$ cat src/rtl/mem_pkg.sv
// Shared encodings, FSM state type and helper functions for the MEM stage.
// Counter width here bounds the MEM_TIMEOUT_EN abort counter.
package mem_pkg;

    typedef enum logic [2:0] {
        RB_LB  = 3'b001,
        RB_LH  = 3'b010,
        RB_LW  = 3'b011,
        RB_LBU = 3'b101,
        RB_LHU = 3'b110
    } mem_rbits_e;

    typedef enum logic [1:0] {
        WR_BYTE = 2'b01,
        WR_HALF = 2'b10,
        WR_WORD = 2'b11
    } mem_wrbits_e;

    typedef enum logic [1:0] {
        IDLE = 2'd0,
        BUSY = 2'd1,
        DONE = 2'd2
    } mem_state_e;

    localparam int TIMEOUT_CNT_W = 8;

    typedef struct packed {
        logic [31:0] instr;
        logic [31:0] pc4;
        logic [31:0] alu;
        logic [31:0] rdata;
        logic [4:0]  rd;
        logic        regwrite;
        logic [1:0]  memtoreg;
    } memwb_t;

    // Load and store size encodings share their low two bits, so one size code serves both.
    function automatic logic [3:0] byte_enable(input logic [1:0] size, input logic [1:0] addr_lo);
        logic [3:0] be;
        case (size)
            WR_BYTE: be = 4'b0001 << addr_lo;
            WR_HALF: be = addr_lo[1] ? 4'b1100 : 4'b0011;
            default: be = 4'b1111;
        endcase
        return be;
    endfunction

    function automatic logic [31:0] store_lanes(input logic [1:0] size, input logic [31:0] data);
        logic [31:0] lanes;
        case (size)
            WR_BYTE: lanes = {4{data[7:0]}};
            WR_HALF: lanes = {2{data[15:0]}};
            default: lanes = data;
        endcase
        return lanes;
    endfunction

    function automatic logic is_misaligned(input logic [1:0] size, input logic [1:0] addr_lo);
        return ((size == WR_HALF) && addr_lo[0]) || ((size == WR_WORD) && (addr_lo != 2'b00));
    endfunction

endpackage

$ cat src/rtl/mem_load_align.sv
// Load data lane select and sign/zero extension for the MEM stage.
module mem_load_align
    import mem_pkg::*;
(
    input  logic [31:0] rdata,
    input  logic [1:0]  addr_lo,
    input  logic [2:0]  rbits,
    output logic [31:0] load_data
);

    logic [7:0]  byte_lane;
    logic [15:0] half_lane;

    always_comb begin
        case (addr_lo)
            2'd0:    byte_lane = rdata[7:0];
            2'd1:    byte_lane = rdata[15:8];
            2'd2:    byte_lane = rdata[23:16];
            default: byte_lane = rdata[31:24];
        endcase
        half_lane = addr_lo[1] ? rdata[31:16] : rdata[15:0];

        case (rbits)
            RB_LB:   load_data = {{24{byte_lane[7]}}, byte_lane};
            RB_LH:   load_data = {{16{half_lane[15]}}, half_lane};
            RB_LBU:  load_data = {24'd0, byte_lane};
            RB_LHU:  load_data = {16'd0, half_lane};
            default: load_data = rdata;
        endcase
    end

endmodule

$ cat src/rtl/mem_stage.sv
// Pipeline MEM stage plus MEM/WB register with req/ack data-memory bus.
// Optional bus-error timeout is enabled by defining MEM_TIMEOUT_EN.
module mem_stage
    import mem_pkg::*;
#(
    parameter int TIMEOUT_CYCLES = 16
) (
    input  logic        clk,
    input  logic        rst,
    input  logic [31:0] EXMEMInstruction,
    input  logic [31:0] EXMEMPCPlus4,
    input  logic [31:0] EXMEMALUResult,
    input  logic [31:0] EXMEMMemWriteData,
    input  logic [4:0]  EXMEMRegRd,
    input  logic        EXMEMRegWrite,
    input  logic        EXMEMMemRead,
    input  logic        EXMEMMemWrite,
    input  logic [1:0]  EXMEMMemtoReg,
    input  logic [1:0]  EXMEMMemWrBits,
    input  logic [2:0]  EXMEMMemRBits,
    output logic        dmem_req,
    output logic        dmem_we,
    output logic [31:0] dmem_addr,
    output logic [3:0]  dmem_be,
    output logic [31:0] dmem_wdata,
    input  logic [31:0] dmem_rdata,
    input  logic        dmem_ack,
    output logic        MemStall,
    output logic        MisalignExc,
    output logic        BusErr,
    output logic [31:0] MEMWBInstruction,
    output logic [31:0] MEMWBPCPlus4,
    output logic [31:0] MEMWBALUResult,
    output logic [31:0] MEMWBReadData,
    output logic [4:0]  MEMWBRegRd,
    output logic        MEMWBRegWrite,
    output logic [1:0]  MEMWBMemtoReg
);

    mem_state_e  state_q, state_d;
    logic        req_q, req_d;
    logic        we_q, we_d;
    logic [31:0] addr_q, addr_d;
    logic [3:0]  be_q, be_d;
    logic [31:0] wdata_q, wdata_d;
    logic [31:0] rdata_q, rdata_d;
    logic        misalign_q, misalign_d;
    memwb_t      wb_q, wb_d;
    memwb_t      payload;

    logic        access;
    logic [1:0]  size;
    logic        misaligned;
    logic [31:0] load_aligned;
    logic        timed_out;

    assign access     = EXMEMMemRead | EXMEMMemWrite;
    assign size       = EXMEMMemRead ? EXMEMMemRBits[1:0] : EXMEMMemWrBits;
    assign misaligned = access & is_misaligned(size, EXMEMALUResult[1:0]);

    mem_load_align u_load_align (
        .rdata     (dmem_rdata),
        .addr_lo   (EXMEMALUResult[1:0]),
        .rbits     (EXMEMMemRBits),
        .load_data (load_aligned)
    );

`ifdef MEM_TIMEOUT_EN
    logic [TIMEOUT_CNT_W-1:0] cnt_q, cnt_d;
    logic                     timed_out_q, timed_out_d;
    logic                     bus_err_q, bus_err_d;
    logic                     cnt_expired;

    assign cnt_expired = (cnt_q == TIMEOUT_CNT_W'(TIMEOUT_CYCLES - 1));
    assign timed_out   = timed_out_q;
    assign BusErr      = bus_err_q;
`else
    logic unused_timeout;

    assign unused_timeout = (TIMEOUT_CYCLES != 0);
    assign timed_out      = 1'b0;
    assign BusErr         = 1'b0;
`endif

    // While an access is in flight MEM/WB carries a bubble so write-back never sees it twice.
    always_comb begin
        payload          = '0;
        payload.instr    = EXMEMInstruction;
        payload.pc4      = EXMEMPCPlus4;
        payload.alu      = EXMEMALUResult;
        payload.rd       = EXMEMRegRd;
        payload.regwrite = EXMEMRegWrite;
        payload.memtoreg = EXMEMMemtoReg;

        state_d    = state_q;
        req_d      = req_q;
        we_d       = we_q;
        addr_d     = addr_q;
        be_d       = be_q;
        wdata_d    = wdata_q;
        rdata_d    = rdata_q;
        misalign_d = 1'b0;
        wb_d       = wb_q;
`ifdef MEM_TIMEOUT_EN
        cnt_d       = cnt_q;
        timed_out_d = timed_out_q;
        bus_err_d   = 1'b0;
`endif

        case (state_q)
            IDLE: begin
                if (access && !misaligned) begin
                    state_d = BUSY;
                    req_d   = 1'b1;
                    we_d    = EXMEMMemWrite;
                    addr_d  = {EXMEMALUResult[31:2], 2'b00};
                    be_d    = byte_enable(size, EXMEMALUResult[1:0]);
                    wdata_d = EXMEMMemWrite ? store_lanes(size, EXMEMMemWriteData) : 32'd0;
                    wb_d    = '0;
`ifdef MEM_TIMEOUT_EN
                    cnt_d       = '0;
                    timed_out_d = 1'b0;
`endif
                end else if (access) begin
                    wb_d       = '0;
                    misalign_d = 1'b1;
                end else begin
                    wb_d = payload;
                end
            end
            BUSY: begin
                if (dmem_ack) begin
                    state_d = DONE;
                    req_d   = 1'b0;
                    rdata_d = we_q ? 32'd0 : load_aligned;
                end
`ifdef MEM_TIMEOUT_EN
                else if (cnt_expired) begin
                    state_d     = DONE;
                    req_d       = 1'b0;
                    rdata_d     = 32'd0;
                    timed_out_d = 1'b1;
                    bus_err_d   = 1'b1;
                end else begin
                    cnt_d = cnt_q + TIMEOUT_CNT_W'(1);
                end
`endif
            end
            DONE: begin
                state_d       = IDLE;
                wb_d          = payload;
                wb_d.rdata    = rdata_q;
                wb_d.regwrite = EXMEMRegWrite & ~timed_out;
            end
            default: state_d = IDLE;
        endcase
    end

    always_ff @(negedge clk or negedge rst) begin
        if (!rst) begin
            state_q    <= IDLE;
            req_q      <= 1'b0;
            we_q       <= 1'b0;
            addr_q     <= '0;
            be_q       <= '0;
            wdata_q    <= '0;
            rdata_q    <= '0;
            misalign_q <= 1'b0;
            wb_q       <= '0;
        end else begin
            state_q    <= state_d;
            req_q      <= req_d;
            we_q       <= we_d;
            addr_q     <= addr_d;
            be_q       <= be_d;
            wdata_q    <= wdata_d;
            rdata_q    <= rdata_d;
            misalign_q <= misalign_d;
            wb_q       <= wb_d;
        end
    end

`ifdef MEM_TIMEOUT_EN
    always_ff @(negedge clk or negedge rst) begin
        if (!rst) begin
            cnt_q       <= '0;
            timed_out_q <= 1'b0;
            bus_err_q   <= 1'b0;
        end else begin
            cnt_q       <= cnt_d;
            timed_out_q <= timed_out_d;
            bus_err_q   <= bus_err_d;
        end
    end
`endif

    // DONE releases the stall so EX/MEM advances on the same edge that loads MEM/WB.
    assign MemStall = ((state_q == IDLE) && access && !misaligned) || (state_q == BUSY);

    assign dmem_req         = req_q;
    assign dmem_we          = we_q;
    assign dmem_addr        = addr_q;
    assign dmem_be          = be_q;
    assign dmem_wdata       = wdata_q;
    assign MisalignExc      = misalign_q;
    assign MEMWBInstruction = wb_q.instr;
    assign MEMWBPCPlus4     = wb_q.pc4;
    assign MEMWBALUResult   = wb_q.alu;
    assign MEMWBReadData    = wb_q.rdata;
    assign MEMWBRegRd       = wb_q.rd;
    assign MEMWBRegWrite    = wb_q.regwrite;
    assign MEMWBMemtoReg    = wb_q.memtoreg;

endmodule
$ cat config.mk
export PLATFORM = sky130hd
export DESIGN_NAME = mem_stage
export DESIGN_NICKNAME = d
export VERILOG_FILES = /design/src/rtl/mem_pkg.sv /design/src/rtl/mem_load_align.sv /design/src/rtl/mem_stage.sv
export SDC_FILE = /design/constraint.sdc
export NUM_CORES = 1
export LEC_CHECK = 0
export CORE_AREA = 8 8 146 148
export DETAILED_ROUTE_END_ITERATION = 6
export DIE_AREA = 0 0 154 156
export DONT_BUFFER_PORTS = 1
export PLACE_DENSITY = 0.68
export REMOVE_ABC_BUFFERS = 1
export SYNTH_ARGS = -nofsm -noshare
export SYNTH_HDL_FRONTEND = slang
export SYNTH_SLANG_ARGS = --single-unit
export TNS_END_PERCENT = 30
$ cat constraint.sdc
create_clock -name clk -period 2.7 [get_ports clk]
set_input_delay 0.54 -clock clk [delete_from_list [all_inputs] [get_ports clk]]
set_output_delay 0.54 -clock clk [all_outputs]
set_load 0.05 [all_outputs]
==> results of run 1 <==
## path summary, 6_finish.rpt
check	end	slack, ns
min in group asynchronous	dmem_addr[20]$_DFFE_NN0P_	0.96
min reg2reg	MEMWBReadData[6]$_DFFE_NN0P_	0.44
max in group asynchronous	MEMWBInstruction[25]$_DFFE_NN0P_	1.14
min	MEMWBReadData[6]$_DFFE_NN0P_	0.44
max	MemStall	-0.88
max reg2reg	dmem_be[1]$_DFFE_NN0P_	0.19
## state kept, by name, summed over array words and instances (netlist names)
signal,count
MEMWBRegRd,5
state_q,2
MEMWBRegWrite,1
MEMWBMemtoReg,2
MEMWBALUResult,32
dmem_be,4
MEMWBReadData,32
dmem_req,1
MEMWBInstruction,32
dmem_wdata,32
rdata_q,32
MisalignExc,1
dmem_addr,30
dmem_we,1
MEMWBPCPlus4,32
## placed cells by master, fill, tap and decap left out, types with 10 or more instances in the layout
cell type                   instances
sky130_fd_sc_hd__buf_12            35
sky130_fd_sc_hd__mux2_2            10
sky130_fd_sc_hd__dfrtn_1          239
sky130_fd_sc_hd__nor2b_1           16
sky130_fd_sc_hd__a221o_2           13
sky130_fd_sc_hd__inv_1             15
sky130_fd_sc_hd__a221o_1           11
sky130_fd_sc_hd__nand2_1          126
sky130_fd_sc_hd__nand3_1           16
sky130_fd_sc_hd__o21ai_0           40
sky130_fd_sc_hd__clkbuf_16         32
sky130_fd_sc_hd__o31ai_2           10
sky130_fd_sc_hd__buf_4             37
sky130_fd_sc_hd__nand2_4           16
sky130_fd_sc_hd__a21oi_1           25
sky130_fd_sc_hd__a22o_1           144
sky130_fd_sc_hd__nand2_2           27
## where the power goes
part	internal, mW	switching [mW]
Combinational	2.30	2.61
Clock	2.16	1.44
Sequential	5.00	4.86
Total	9.46	8.91
## logic make-up (layout without fill, tap and decap cells)
group | Yosys count | count (layout)
other | 1 | 4
buffers and inverters | 93 | 151
muxes | 14 | 14
AOI/OAI and AO/OA | 269 | 269
and+or+nand+nor | 215 | 215
DFF | 239 | 239
adders and majority gates | 5 | 5
## layer usage
metal / vias up / share of wire (%)
met5: - / 0
met4: 0 / 3.6
met3: 68 / 11
met2: 378 / 52
met1: 3679 / 34
li1: 3092 / -
## final cells by class
| type | count | area [sq um] |
|---|---|---|
| inverters | 18 | 67.56 |
| clock buffers | 33 | 748.2 |
| clock inverters | 15 | 140.1 |
| diodes | 1 | 2.502 |
| repair buffers | 85 | 1234 |
| well taps | 238 | 297.8 |
| fillers | 1411 | 6924 |
| multi-input cells | 506 | 3685 |
| flip-flops and latches | 239 | 5981 |
## critical path: cells and delay by family, from the launching register on
kind	cells	cell delay, ns
AO/OA/AOI/OAI	1	0.24
buffers and inverters	2	0.32
AND/OR/NAND/NOR	2	0.24
flip-flops	1	0.36
## metrics by stage
stage               worst slack [ns]  TNS, ns  cell area [sq um]  std cells
floorplan                     -4.163  -591.86               9339        763
CTS                          -0.8597  -108.76              11630       1124
global route                 -0.9399  -112.51              12160       1135
detailed placement           -0.7833   -86.06              10570       1070
finish                       -0.8788  -103.00              12160       1135
global placement             -0.6706   -76.44              10570       1070
## timing repair
action                     4_1_cts  5_1_grt
buffers inserted                 4        4
hold endpoints to repair         0        0
setup endpoints to repair      292      338
pin swaps                        3       32
hold buffers                     0        0
cloned                           2        6
gates resized for setup         20       93
==> flow_summary.json, run 1 <==
{
  "run_status": "finished, violations left",
  "failing_checks": "negative setup slack",
  "cts_tree": "done",
  "cts_htree_levels": 1,
  "clock_tree.buffer_depth": 3,
  "cp_capture_type": "output port",
  "layout_cell_share_with_drive_strength_beyond_1_pct": 26.34,
  "die-width_microns": 154,
  "timing.hold.ws_ns": 0.4366,
  "peakVddDrop_v": 0.0008401,
  "cell_accounting_for_the_most_synthesized_area": "sky130_fd_sc_hd__dfrtn_1",
  "drt-initial-drc-count": 458,
  "synth_xor_xnor_area_share_pct": 0,
  "number_of_antenna_violations_at_the_first_check_in_global_routing": 1,
  "io_pins": 387,
  "timing.max_slew.rel_slack_pct": 54.23,
  "worst_setup_path_start_kind": "flop",
  "synth_top_family_by_area": "compound AO/OA/AOI/OAI gates",
  "timing_hold_violations_final": 0,
  "clockRootBuffer": "sky130_fd_sc_hd__clkbuf_16",
  "area_growth_syn_to_layout_pct": 25.65,
  "finalClockSkew_ns": 0.008768,
  "drc_errors": 0,
  "final-max-slew-violation-count": 0,
  "synth.area.top_cells": "sky130_fd_sc_hd__dfrtn_1 62%, sky130_fd_sc_hd__a22o_1 13%, sky130_fd_sc_hd__nand2_1 6.6%",
  "whs_path_depth": 1,
  "critical_path_arrival_ns": 3.04,
  "hold_class": "reg -> reg",
  "setup.worst_path.start": "state_q[1]$_DFFE_NN0P_",
  "fin_ws_ns": -0.8788,
  "post_drt_wl_per_cell_microns": 26.75,
  "standard_cell_rows": 51,
  "drt_pass1_iterations": 4,
  "postRouteWirelength_microns": 30360,
  "synth_compound_gate_area_share_pct": 22.27,
  "ys_types": 35,
  "ys_ff_latch": 239,
  "postSynth.topFlopCell": "sky130_fd_sc_hd__dfrtn_1",
  "largest_net_degree_at_the_start_of_global_routing": 240,
  "timing.critical_path.fanout_max": 2,
  "final_antenna_net_count": 0,
  "cts.sinks": 239,
  "fin_util_pct": 63.71,
  "synth_commonest_cells": "239 x sky130_fd_sc_hd__dfrtn_1, 169 x sky130_fd_sc_hd__nand2_1, 144 x sky130_fd_sc_hd__a22o_1, 50 x sky130_fd_sc_hd__clkbuf_1, 42 x sky130_fd_sc_hd__o21ai_0",
  "synthMostInstantiatedCell": "sky130_fd_sc_hd__dfrtn_1",
  "place_congestion": 0.8763,
  "design.die.area_sq_um": 24020,
  "powerDensity_nw_per_um2": 1511,
  "crit_path_cell_chain": "o21ba_4 > nand4b_1 > buf_12 > nand2_4 > buf_12",
  "timing.hold.worst.start": "rdata_q[6]$_DFFE_NN0P_",
  "globalRouteMet3Util_pct": 8.670,
  "timing_worst_slew_pin_value_ns": 0.6865,
  "clk_pin_slew_ns": 0.05,
  "crit_top_cell": "sky130_fd_sc_hd__buf_12",
  "routed_via_density": 6.359,
  "grt_pass1_vias": 7170,
  "fin_total_pwr_mw": 18.36,
  "die_height_microns": 156,
  "critPathKind": "reg -> out",
  "critPathRequiredTime_ns": 2.16,
  "max_cap_viol_count": 0,
  "critical-path-max-stage-delay_ns": 0.36,
  "clk_latency_ns": 0.52,
  "rr_startpoint": "state_q[0]$_DFFE_NN0P_",
  "post_synth_mux_area_share_pct": 1.578,
  "depth_of_the_worst_register_to_register_path": 7,
  "post_synth.cell_area_avg_sq_um": 11.57,
  "synthCells": 836,
  "warning_count_from_the_yosys_run": 0,
  "power_leakage_nw": 5.888,
  "globalRouteTotalUtil_pct": 23.38,
  "synth_enable_flop_cells": 0,
  "synth_top_cell_area_share_pct": 61.82,
  "critPathSlowestCell": "sky130_fd_sc_hd__dfrtn_1",
  "synth_adder_area_share_pct": 0.6467,
  "async_flop_share_pct": 100.0,
  "fin_nets": 1059,
  "place.port_buffers": 0,
  "placeableCoreArea_sq_um": 19080,
  "grt_most_used_layer": "met2",
  "synth.yosys.seq_area_share_pct": 61.82,
  "rsz_0062_raised_after_global_routing": "true",
  "setup_viol_count_final": 275,
  "synth_area_sq_um": 9674,
  "met1_usage_pct": 25.00,
  "post_synth_and_or_nand_nor_area_fraction_pct": 9.402,
  "initial_utilization_pct": 50.70,
  "grt_overflow": 0,
  "grt_first_pass_wirelength_microns": 44430,
  "grtUsageMet2_pct": 41.15,
  "numCtsBuffers": 26,
  "vias": 7217,
  "hpwl_microns": 20570
}
No activity file was read; power rests on OpenSTA's default activity.
==> inputs of run 2 (changes only) <==
BUFFER_PORTS_ARGS = -buffer_cell sky130_fd_sc_hd__buf_2   (was unset)
CORE_AREA = unset   (was 8 8 146 148)
CORE_MARGIN = 8   (was unset)
CORE_UTILIZATION = 45   (was unset)
DIE_AREA = unset   (was 0 0 154 156)
DONT_BUFFER_PORTS = unset   (was 1)
PLACE_DENSITY = 0.77   (was 0.68)
==> run 2 against run 1 <==
Against the previous run: the flow finishes with violations (design-rule violations, negative setup slack); power is 18% higher; sequential share of layout area is 11 points lower; first-iteration DRC count is 98% higher; hold slack better by 0.00074 ns; global-route usage is 1.4 points higher; critical path type unchanged.
==> flow_summary.json, run 2 (synthesis gave the netlist of run 1 again) <==
{
  "run_status": "finished, violations left",
  "failing_checks": "design-rule violations, negative setup slack",
  "critical_path_arrival_ns": 3.02,
  "peakVddDrop_v": 0.0008955,
  "fin_total_pwr_mw": 21.71,
  "grt_overflow": 0,
  "power_leakage_nw": 8.146,
  "worst_setup_path_start_kind": "flop",
  "timing.hold.worst.start": "dmem_wdata[0]$_DFFE_NN0P_",
  "p_seq_share_pct": 28.8,
  "critical_path.endpoint": "MemStall",
  "hpwl_microns": 23390,
  "critical-path-max-stage-delay_ns": 0.39,
  "clock_tree.buffer_depth": 3,
  "numCtsBuffers": 25,
  "final_antenna_net_count": 0,
  "globalRouteTotalUtil_pct": 24.79,
  "vias": 9509,
  "final_common_cell": "sky130_fd_sc_hd__dfrtn_1",
  "internal-power_mw": 11.77,
  "placeableCoreArea_sq_um": 21090,
  "setup.worst_path.start": "state_q[1]$_DFFE_NN0P_",
  "cts.sinks": 239,
  "clockRootBuffer": "sky130_fd_sc_hd__clkbuf_16",
  "worst-r2r-setup-slack_ns": 0.08,
  "fin_ws_ns": -0.8605,
  "multi_input_comb_area_sq_um": 3626,
  "die_height_microns": 162.6,
  "layout_cell_share_with_drive_strength_beyond_1_pct": 49.85,
  "timing.critical_path.fanout_max": 2,
  "netSwitchingFraction_pct": 45.80,
  "critPathSlowestCell": "sky130_fd_sc_hd__dfrtn_1",
  "cp_top_family": "flip-flops",
  "grt_pass1_vias": 9255,
  "clk_pin_slew_ns": 0.05,
  "powerDensity_nw_per_um2": 1378,
  "cts_tree": "done",
  "grt_first_pass_wirelength_microns": 52560,
  "routed_via_density": 5.837,
  "p_clk_share_pct": 16.6,
  "net-switching-power_mw": 9.943,
  "die-width_microns": 162.6,
  "max_cap_viol_count": 0,
  "timing_hold_violations_final": 0,
  "combinationalPowerShare_pct": 54.6,
  "rr_startpoint": "state_q[0]$_DFFE_NN0P_",
  "setup_viol_count_final": 407,
  "place_worst_setup_slack_ns": -0.9128,
  "most-common-layout-cells": "239 x sky130_fd_sc_hd__dfrtn_1, 215 x sky130_fd_sc_hd__buf_6, 173 x sky130_fd_sc_hd__buf_2",
  "finalClockSkew_ns": 0.01235,
  "area_growth_syn_to_layout_pct": 62.82,
  "io_pins": 387,
  "rsz_0062_raised_after_global_routing": "true",
  "drt_pass1_iterations": 7,
  "fin_nets": 1515,
  "drc_errors": 5,
  "depth_of_the_worst_register_to_register_path": 7,
  "place_congestion": 0.8914,
  "cts-hold-fix-buffers": 0,
  "drt-initial-drc-count": 905,
  "timing_worst_slew_pin_value_ns": 0.6940,
  "clk_latency_ns": 0.52,
  "design.die.area_sq_um": 26450,
  "crit_path_cell_chain": "o21ba_4 > nand4b_1 > buf_4 > nand2_4 > buf_12",
  "worst_r2r_endpoint": "dmem_be[1]$_DFFE_NN0P_",
  "post_drt_wl_per_cell_microns": 24.46,
  "critical_path_cell_count": 5,
  "timing.max_slew.rel_slack_pct": 52.54,
  "initial_utilization_pct": 45.88,
  "ff_latch_area_sq_um": 5981,
  "critPathKind": "reg -> out",
  "final-max-slew-violation-count": 0,
  "hold_class": "reg -> reg",
  "fillerInstances": 1231,
  "largest_net_degree_at_the_start_of_global_routing": 81,
  "cts_htree_levels": 1,
  "place.port_buffers": 383,
  "postRouteWirelength_microns": 39850,
  "standard_cell_rows": 53,
  "number_of_antenna_violations_at_the_first_check_in_global_routing": 4,
  "timing.critical_path.buf_inv": 2,
  "critPathRequiredTime_ns": 2.16,
  "cp_capture_type": "output port"
}
==> run 2: changes by cell type in the layout (fill, tap and decap cells not counted), sizes merged <==
cell	previous run	this run
buf	80	532
clkbuf	38	41
diode	1	4
clkinv	11	9
clkinvlp	0	2
inv	20	18
bufinv	2	3
==> run 2: worst min-delay path by stage <==
stage	end	cells after the start
2_1_floorplan	rdata_q[7]$_DFFE_NN0P_	1
6_report	dmem_wdata[0]$_DFFE_NN0P_	2
5_1_grt	MEMWBReadData[3]$_DFFE_NN0P_	1
4_1_cts	rdata_q[7]$_DFFE_NN0P_	1
3_3_place_gp	dmem_wdata[1]$_DFFE_NN0P_	2
3_5_place_dp	dmem_wdata[0]$_DFFE_NN0P_	2
==> run 2: per-stage QoR <==
step	cell area (sq um)	utilization, %	TNS, ns	hold WS, ns	instances
detailed placement	12320	58.42	-126.93	0.4126	1492
floorplan	9339	-	-591.86	0.4113	763
global placement	12320	58.42	-116.24	0.4079	1492
global route	15750	74.69	-116.26	0.4668	1629
finish	15750	74.69	-107.33	0.4373	1629
CTS	14860	70.48	-110.49	0.4321	1579
==> run 2: power groups by stage <==
stage                     clock (mW)  combinational (mW)  sequential (mW)
after floorplan                    0                2.01             10.1
after global placement             0                8.86             5.84
after global routing            3.80                12.3             6.34
after detailed placement           0                9.00             5.89
final                           3.60                11.9             6.25
after CTS                       3.61                10.8             6.11
==> run 2: area by class of cell <==
type / instances / area share [%]
antenna: 4 / 0.06355
clock buffer: 31 / 4.432
clock inverter: 14 / 1.025
inverter: 18 / 0.4289
multi-input combinational: 506 / 23.02
sequential: 239 / 37.97
tap: 275 / 2.184
timing repair buffer: 542 / 30.88
==> run 2: routing by layer <==
metal	wire length [microns]	share of wire (%)	GRT usage, %
met2	20200	51	42.67
met5	0	0	0
met3	3321	8.3	5.233
met1	14150	36	29.26
met4	2170	5.4	11.63
==> run 2: timing repair <==
| action | 4_1_cts | 5_1_grt |
|---|---|---|
| setup endpoints to repair | 316 | 438 |
| cloned | 0 | 14 |
| buffers inserted | 42 | 37 |
| pin swaps | 2 | 43 |
| resized for setup | 427 | 95 |
==> run 2: worst register-to-register path, delay by kind of cell, from the launching register on <==
kind	cells	cell delay, ns
and+or+nand+nor	2	0.45
DFF	1	0.43
AOI/OAI and AO/OA	1	0.13
buffers and inverters	4	1.45
